--- config.mk ---
export PLATFORM = sky130hd
export DESIGN_NAME = stack_unit
export DESIGN_NICKNAME = d
export VERILOG_FILES = /design/src/rtl/stack_unit.sv
export SDC_FILE = /design/constraint.sdc
export NUM_CORES = 1
export LEC_CHECK = 0
export BUFFER_PORTS_ARGS = -buffer_cell sky130_fd_sc_hd__buf_4
export CORE_MARGIN = 4
export CORE_UTILIZATION = 50
export DETAILED_ROUTE_END_ITERATION = 8
export PLACE_DENSITY = 0.74
export SYNTH_ARGS = -nofsm -noshare
export SYNTH_HDL_FRONTEND = slang
export SYNTH_SLANG_ARGS = --single-unit
--- constraint.sdc ---
create_clock -name clk -period 8.9 [get_ports clk]
set_input_delay 1.78 -clock clk [delete_from_list [all_inputs] [get_ports clk]]
set_output_delay 1.78 -clock clk [all_outputs]
set_load 0.1 [all_outputs]
--- src/rtl/stack_unit.sv ---
// Operand stack for the 16-bit stack processor: one push/pop/replace/swap per clock,
// with TOS/NOS exposed combinationally and sticky overflow/underflow flags.
module stack_unit #(
  parameter int WIDTH = 16,
  parameter int DEPTH = 16,
  parameter int CNT_W = 5
) (
  input  logic             clk,
  input  logic             reset_n,
  input  logic [WIDTH-1:0] din,
  input  logic [2:0]       op,
  output logic [WIDTH-1:0] tos,
  output logic [WIDTH-1:0] nos,
  output logic [CNT_W-1:0] count,
  output logic             empty,
  output logic             full,
  output logic             err_ovf,
  output logic             err_unf
);
  localparam int AW = $clog2(DEPTH);

  localparam logic [2:0] OP_PUSH    = 3'b001;
  localparam logic [2:0] OP_POP     = 3'b010;
  localparam logic [2:0] OP_REPL    = 3'b011;
  localparam logic [2:0] OP_POPREPL = 3'b100;
  localparam logic [2:0] OP_SWAP    = 3'b101;

  logic [WIDTH-1:0] mem [DEPTH];
  logic [AW-1:0]    push_idx, top_idx, nos_idx;
  logic             has1, has2;
  logic             do_push, do_pop, do_repl, do_poprepl, do_swap;
  logic             ovf_hit, unf_hit;
  logic [CNT_W-1:0] count_nxt;

  // Low AW bits of count address the next free slot; at count==DEPTH they
  // wrap to 0 so top_idx still lands on DEPTH-1.
  assign push_idx = count[AW-1:0];
  assign top_idx  = push_idx - AW'(1);
  assign nos_idx  = push_idx - AW'(2);

  assign has1  = (count != '0);
  assign has2  = (count >= CNT_W'(2));
  assign empty = ~has1;
  assign full  = (count == CNT_W'(DEPTH));
  assign tos   = has1 ? mem[top_idx] : '0;
  assign nos   = has2 ? mem[nos_idx] : '0;

  always_comb begin
    do_push    = 1'b0;
    do_pop     = 1'b0;
    do_repl    = 1'b0;
    do_poprepl = 1'b0;
    do_swap    = 1'b0;
    ovf_hit    = 1'b0;
    unf_hit    = 1'b0;
    count_nxt  = count;
    case (op)
      OP_PUSH: begin
        do_push = ~full;
        ovf_hit = full;
        if (do_push) count_nxt = count + CNT_W'(1);
      end
      OP_POP: begin
        do_pop  = has1;
        unf_hit = ~has1;
        if (do_pop) count_nxt = count - CNT_W'(1);
      end
      OP_REPL: begin
        do_repl = has1;
        unf_hit = ~has1;
      end
      OP_POPREPL: begin
        do_poprepl = has2;
        unf_hit    = ~has2;
        if (do_poprepl) count_nxt = count - CNT_W'(1);
      end
      OP_SWAP: begin
        do_swap = has2;
        unf_hit = ~has2;
      end
      default: ;
    endcase
  end

  always_ff @(posedge clk or negedge reset_n) begin
    if (!reset_n) begin
      count   <= '0;
      err_ovf <= 1'b0;
      err_unf <= 1'b0;
    end else begin
      count <= count_nxt;
      if (ovf_hit) err_ovf <= 1'b1;
      if (unf_hit) err_unf <= 1'b1;
    end
  end

  // Storage is deliberately left out of reset; output gating hides stale entries.
  always_ff @(posedge clk) begin
    if (do_push)    mem[push_idx] <= din;
    if (do_repl)    mem[top_idx]  <= din;
    if (do_poprepl) mem[nos_idx]  <= din;
    if (do_swap) begin
      mem[top_idx] <= mem[nos_idx];
      mem[nos_idx] <= mem[top_idx];
    end
  end
endmodule
Yosys cells after proc, flatten, opt, wreduce, memory -nomap -nowiden
Memories as Yosys holds them, arrays and structs flattened.
Cells that the tools add are included.
W data, S select, Z words.
{"block": "op_classes", "n_eq_ne": 9, "mux": 25, "shift": 0, "n_div": 0, "bitwise_logic": 5, "add_sub_neg": 4, "n_lt_le_gt_ge": 1, "n_reduce_logical": 6, "mul": 0}
{"op": "$mux W16", "count": 5}
{"op": "$reduce_or A16 Y1", "count": 1}
{"op": "$mux W5", "count": 3}
{"op": "$pmux W5 S3", "count": 1}
{"op": "$mux W1", "count": 14}
{"op": "$eq A3 B2 Y1 const B", "count": 2}
{"op": "$eq A3 B3 Y1 const B", "count": 2}
{"op": "$ne A2 B2 Y1 const B", "count": 3}
{"op": "$add A5 B1 Y5 const B", "count": 1}
{"op": "$eq A5 B5 Y1 const B", "count": 1}
{"op": "$ge A5 B2 Y1 const B", "count": 1}
{"op": "$reduce_bool A5 Y1", "count": 1}
{"op": "$sub A5 B1 Y5 const B", "count": 1}
{"op": "$mux W4", "count": 1}
{"op": "$reduce_and A4 Y1", "count": 1}
{"op": "$reduce_or A2 Y1", "count": 2}
{"op": "$sub A4 B1 Y4 const B", "count": 1}
{"op": "$sub A4 B2 Y4 const B", "count": 1}
{"op": "$eq A3 B1 Y1 const B", "count": 1}
{"op": "$not A1 Y1", "count": 3}
{"op": "$reduce_bool A3 Y1", "count": 1}
{"op": "$or A1 B1 Y1", "count": 2}
{"op": "$pmux W1 S2", "count": 1}
{"block": "totals", "ramBits": 256, "out_inout_bits": 41, "latchBits": 0, "rom_bits": 0, "reg_bits": 7, "input_bits": 21, "wordCells": 54, "mem_count": 1}
{"memory": "mem", "depth": 16, "word_bits": 16, "rd": 2, "rd_clocked_by_memory_dff": 0, "write_ports": 2, "line": "28", "rtl": "logic [WIDTH-1:0] mem [DEPTH];"}

Depth between registers and ports, before layout
{"block": "depth", "depth_word": 7, "depth_mapped": 14, "ltp_nobuf": 8}

Worst setup path before layout
OpenSTA, ideal clock, no wires.
{"block": "synth_path", "path_type": "register -> register", "from": "register count[0]", "to": "memory mem[9][0] (enable)", "path_stages_with_launch": 13, "period_less_slack_ps": 7091, "required_ps": 8434, "setup_slack_ps": 1809, "setup_time_ps": 466, "path_buffers": 5, "arrival_ps": 6625, "cell_sequence": "dfrtp_1 -> buf_6 -> buf_8 -> buf_12 -> buf_6 -> inv_1 -> ha_1 -> clkbuf_1 -> nor4bb_1 -> or2_2 -> a21oi_1 -> o22ai_1 -> o21ai_0"}
{"item": "start, declared", "line": "14", "rtl": "output logic [CNT_W-1:0] count,"}
{"item": "start signal, assigned", "line": "91", "rtl": "count <= count_nxt;"}
{"item": "end, declared", "line": "28"}

Worst setup path in the final report
{"block": "layout_path", "from": "register count[0]", "to": "output port tos[0]"}
{"block": "layout_via", "elab_chain_cells": 3, "word_cells_on_any_way": 4, "classes_between": "1 x add/sub; 1 x mux; 1 x reduce/logical; 1 x memory"}
{"item": "$sub A4 B1 Y4", "line": "38", "rtl": "assign top_idx = push_idx - AW'(1);"}
{"item": "$mem_v2 Z16 W16"}
{"item": "$mux W16 (*)", "line": "45", "rtl": "assign tos = has1 ? mem[top_idx] : '0;"}
{"item": "end, declared", "line": "12", "rtl": "output logic [WIDTH-1:0] tos,"}
Mark *: on every way between the ends. The rest lies on a longest branch, timed or not.

==> impl_metrics.csv <==
group,metric,value,unit
timing,min_period,6.87,ns
global_routing,grt_pass1_wl,90700,um
synthesis,yosysWarningCount,0,
floorplanning,rows,68,
critical_path,critical_path_required,7.12,ns
synthesis,syn_inst,1410,
timing,report.final.slew_viol_count,0,
timing,slew-limit-headroom,22.4,%
global_routing,antenna_found_initial,0,
clock_network,cts_buffer_depth,3,
synthesis,ys_ff_latch,263,
cells_and_area,diodes,0,
timing,hold_violations,0,
timing,timing.fmax,0.146,GHz
cells_and_area,area.growth.synth_to_final,9.27,%
critical_path,cp-end-kind,"primary output",
critical_path,cp.arrival,5.09,ns
clock_network,post_cts_resized,0,
hold_path,hold_class,"flop to flop",
timing,rsz0062_at_grt,"false",
synthesis,syn_nets,1444,
routing,wl,62700,um
synthesis,synth_ff_type,"edfxtp_1",
place,post-dp-hpwl,35700,um
cells_and_area,nFillCells,2736,
clock_network,clk_pin_slew_worst_paths,0.06,ns
clock_network,cts_tree,"done",
critical_path,critPathLaunchType,"flop",
floorplanning,die_height,197,um
cells_and_area,fin_nets,1435,
floorplanning,pin_count,62,
flow_run,drv_cap,0,
timing,totalNegativeSetupSlack,0,ns
synthesis,synthArstFlopShare,2.66,%
critical_path,crit_fanout,54,
cells_and_area,design_area,19500,um2
routing,viasPerCell,7.53,
clock_network,clock_sinks,263,
global_routing,grt_max_degree,72,
place,pre_cts_slack,2.54,ns
clock_network,hold_buffers,0,
cells_and_area,final_cells,1877,
clock_network,post_cts_buffers,0,
global_routing,grtUsageTotal,31.6,%
timing,setup_violations,0,
clock_network,cts.htree.levels,1,
synthesis,ys_types,76,
timing,layout_setup_ws,2.03,ns
clock_network,cts-root-buf,"clkbuf_16",
cells_and_area,layout-drive-gt1-share,31.4,%
place,placed_cell_area,18500,um2
place,io_buffers,61,
synthesis,synth_edf_count,256,
synthesis,syn_avg_cell_area,12.6,um2
place,gp_congestion,0.883,
routing,num_vias,14100,
global_routing,grt_pass1_vias,14100,
floorplanning,design.die.area,38800,um2
floorplanning,core-area,34900,um2
routing,drt-initial-drc-count,1879,
synthesis,syn_area,17800,um2
floorplanning,initial_core_util,51.1,%
place,dp.cells,1826,
routing,dr.pass1.iters,6,
routing,drc,0,
routing,antenna_left,0,
status,status,"completed",
global_routing,grt_overflow_total,0,
synthesis,synth-seq-area-share,44.1,%
routing,drt-wirelength-per-cell,33.4,um
timing,tightest_slew,1.16,ns
floorplanning,die_x,197,um
clock_network,clk_latency,0.57,ns
critical_path,criticalPathCategory,"flop to primary output",
clock_network,cts_made_buffers,28,
timing,fin_crit_sh,77.2,%
timing,skew,0.0167,ns
[critical path, cell delays in order (launching register included)]
cell,delay (ns)
dfrtp_4,0.99
inv_1,0.40
ha_4,1.00
buf_4,0.54
mux4_2,0.56
mux2_2,0.30
mux2i_1,0.33
nor2_1,0.09
buf_4,0.26
[flip-flops by register name (all words and copies together) (netlist names)]
name     flops
count        5
err_unf      1
mem        256
err_ovf      1
[placed cells by master (no fill, tap or decap), drive strengths merged, types with 4 or more instances in the layout]
master	count
a211oi	19
a21oi	19
a221oi	20
a2bb2oi	13
a31oi	4
and2	16
buf	116
bufinv	6
clkbuf	32
clkinv	11
dfrtp	7
edfxtp	256
ha	12
inv	9
mux2	28
mux2i	39
mux4	127
nand2	247
nand2b	5
nand3	61
nand4	30
nor2	38
nor4	5
o211ai	224
o21ai	34
o22ai	4
xnor2	8
[logic make-up (layout without fill, tap and decap cells)]
kind of cell | after synthesis | count (layout) | share of synthesized area (%)
AO/OA/AOI/OAI | 349 | 349 | 17.4
XOR/XNOR | 11 | 11 | 0.835
adder cells (fa/ha/maj) | 13 | 13 | 0.954
buffers and inverters | 163 | 175 | 5.33
flip-flops | 263 | 263 | 44.1
multiplexers | 194 | 194 | 20.2
AND/OR/NAND/NOR | 417 | 417 | 11.2
[cell usage after synthesis (all sizes together), types with 2 or more instances]
master | number | area [um2]
o22ai | 4 | 25.0
nand3 | 61 | 318
nor2b | 2 | 15.0
a2bb2oi | 13 | 297
a21oi | 19 | 98.9
mux2i | 39 | 394
xor2 | 3 | 52.6
or4 | 2 | 15.0
nand2 | 247 | 927
a31oi | 4 | 25.0
nand4 | 30 | 275
clkbuf | 72 | 274
a211oi | 19 | 230
inv | 8 | 30.0
o21ai | 34 | 181
mux2 | 28 | 345
o211ai | 224 | 1890
edfxtp | 256 | 7690
nor3 | 2 | 32.5
nor4 | 5 | 46.3
dfrtp | 7 | 175
xnor2 | 8 | 96.4
nor2 | 38 | 148
ha | 12 | 150
a221oi | 20 | 231
nand2b | 5 | 46.3
mux4 | 127 | 2860
a221o | 2 | 20.0
buf | 83 | 647
or2 | 3 | 18.8
a21o | 2 | 15.0
and2 | 16 | 100
[final cells by class]
cell class / instances / area [um2] / area share (%)
multi-input combinational: 984 / 9180 / 47.1
timing repair buffer: 116 / 871 / 4.47
tap: 455 / 569 / 2.92
clock buffer: 32 / 716 / 3.67
inverter: 8 / 30.0 / 0.154
sequential: 263 / 7870 / 40.4
clock inverter: 19 / 253 / 1.30
[path summary, 6_finish.rpt]
| path | slack [ns] | cells after the start | from | end |
|---|---|---|---|---|
| worst max-delay path | 2.03 | 8 | count[0] | tos[0] |
| worst min-delay path | 0.47 | 1 | err_ovf | err_ovf |
| worst max register to register | 3.97 | 7 | count[0] | mem[1][0] |
| worst min register to register | 0.47 | 1 | err_ovf | err_ovf |
| max in group asynchronous | 7.74 | 1 | reset_n | count[0] |
| min in group asynchronous | 1.02 | 1 | reset_n | err_unf |
[per-layer routing]
layer  vias up  global-route usage, %  part of all wire (%)
met4         0                   23.3                   9.7
met1      6873                   36.9                    32
met3       416                   10.2                    14
met5         -                  0.494                     0
met2      1206                   48.9                    44
li1       5648                      -                     -
[metrics by stage]
step	utilization [%]	hold WS (ns)
3_3_place_gp	53.1	0.452
5_1_grt	55.9	0.507
6_report	55.9	0.474
2_1_floorplan	-	0.971
3_5_place_dp	53.1	0.461
4_1_cts	55.9	0.475
Power is left out: the tool's default activity adds up to more than one toggle a clock period on the data nets, which glitch-free logic cannot reach.
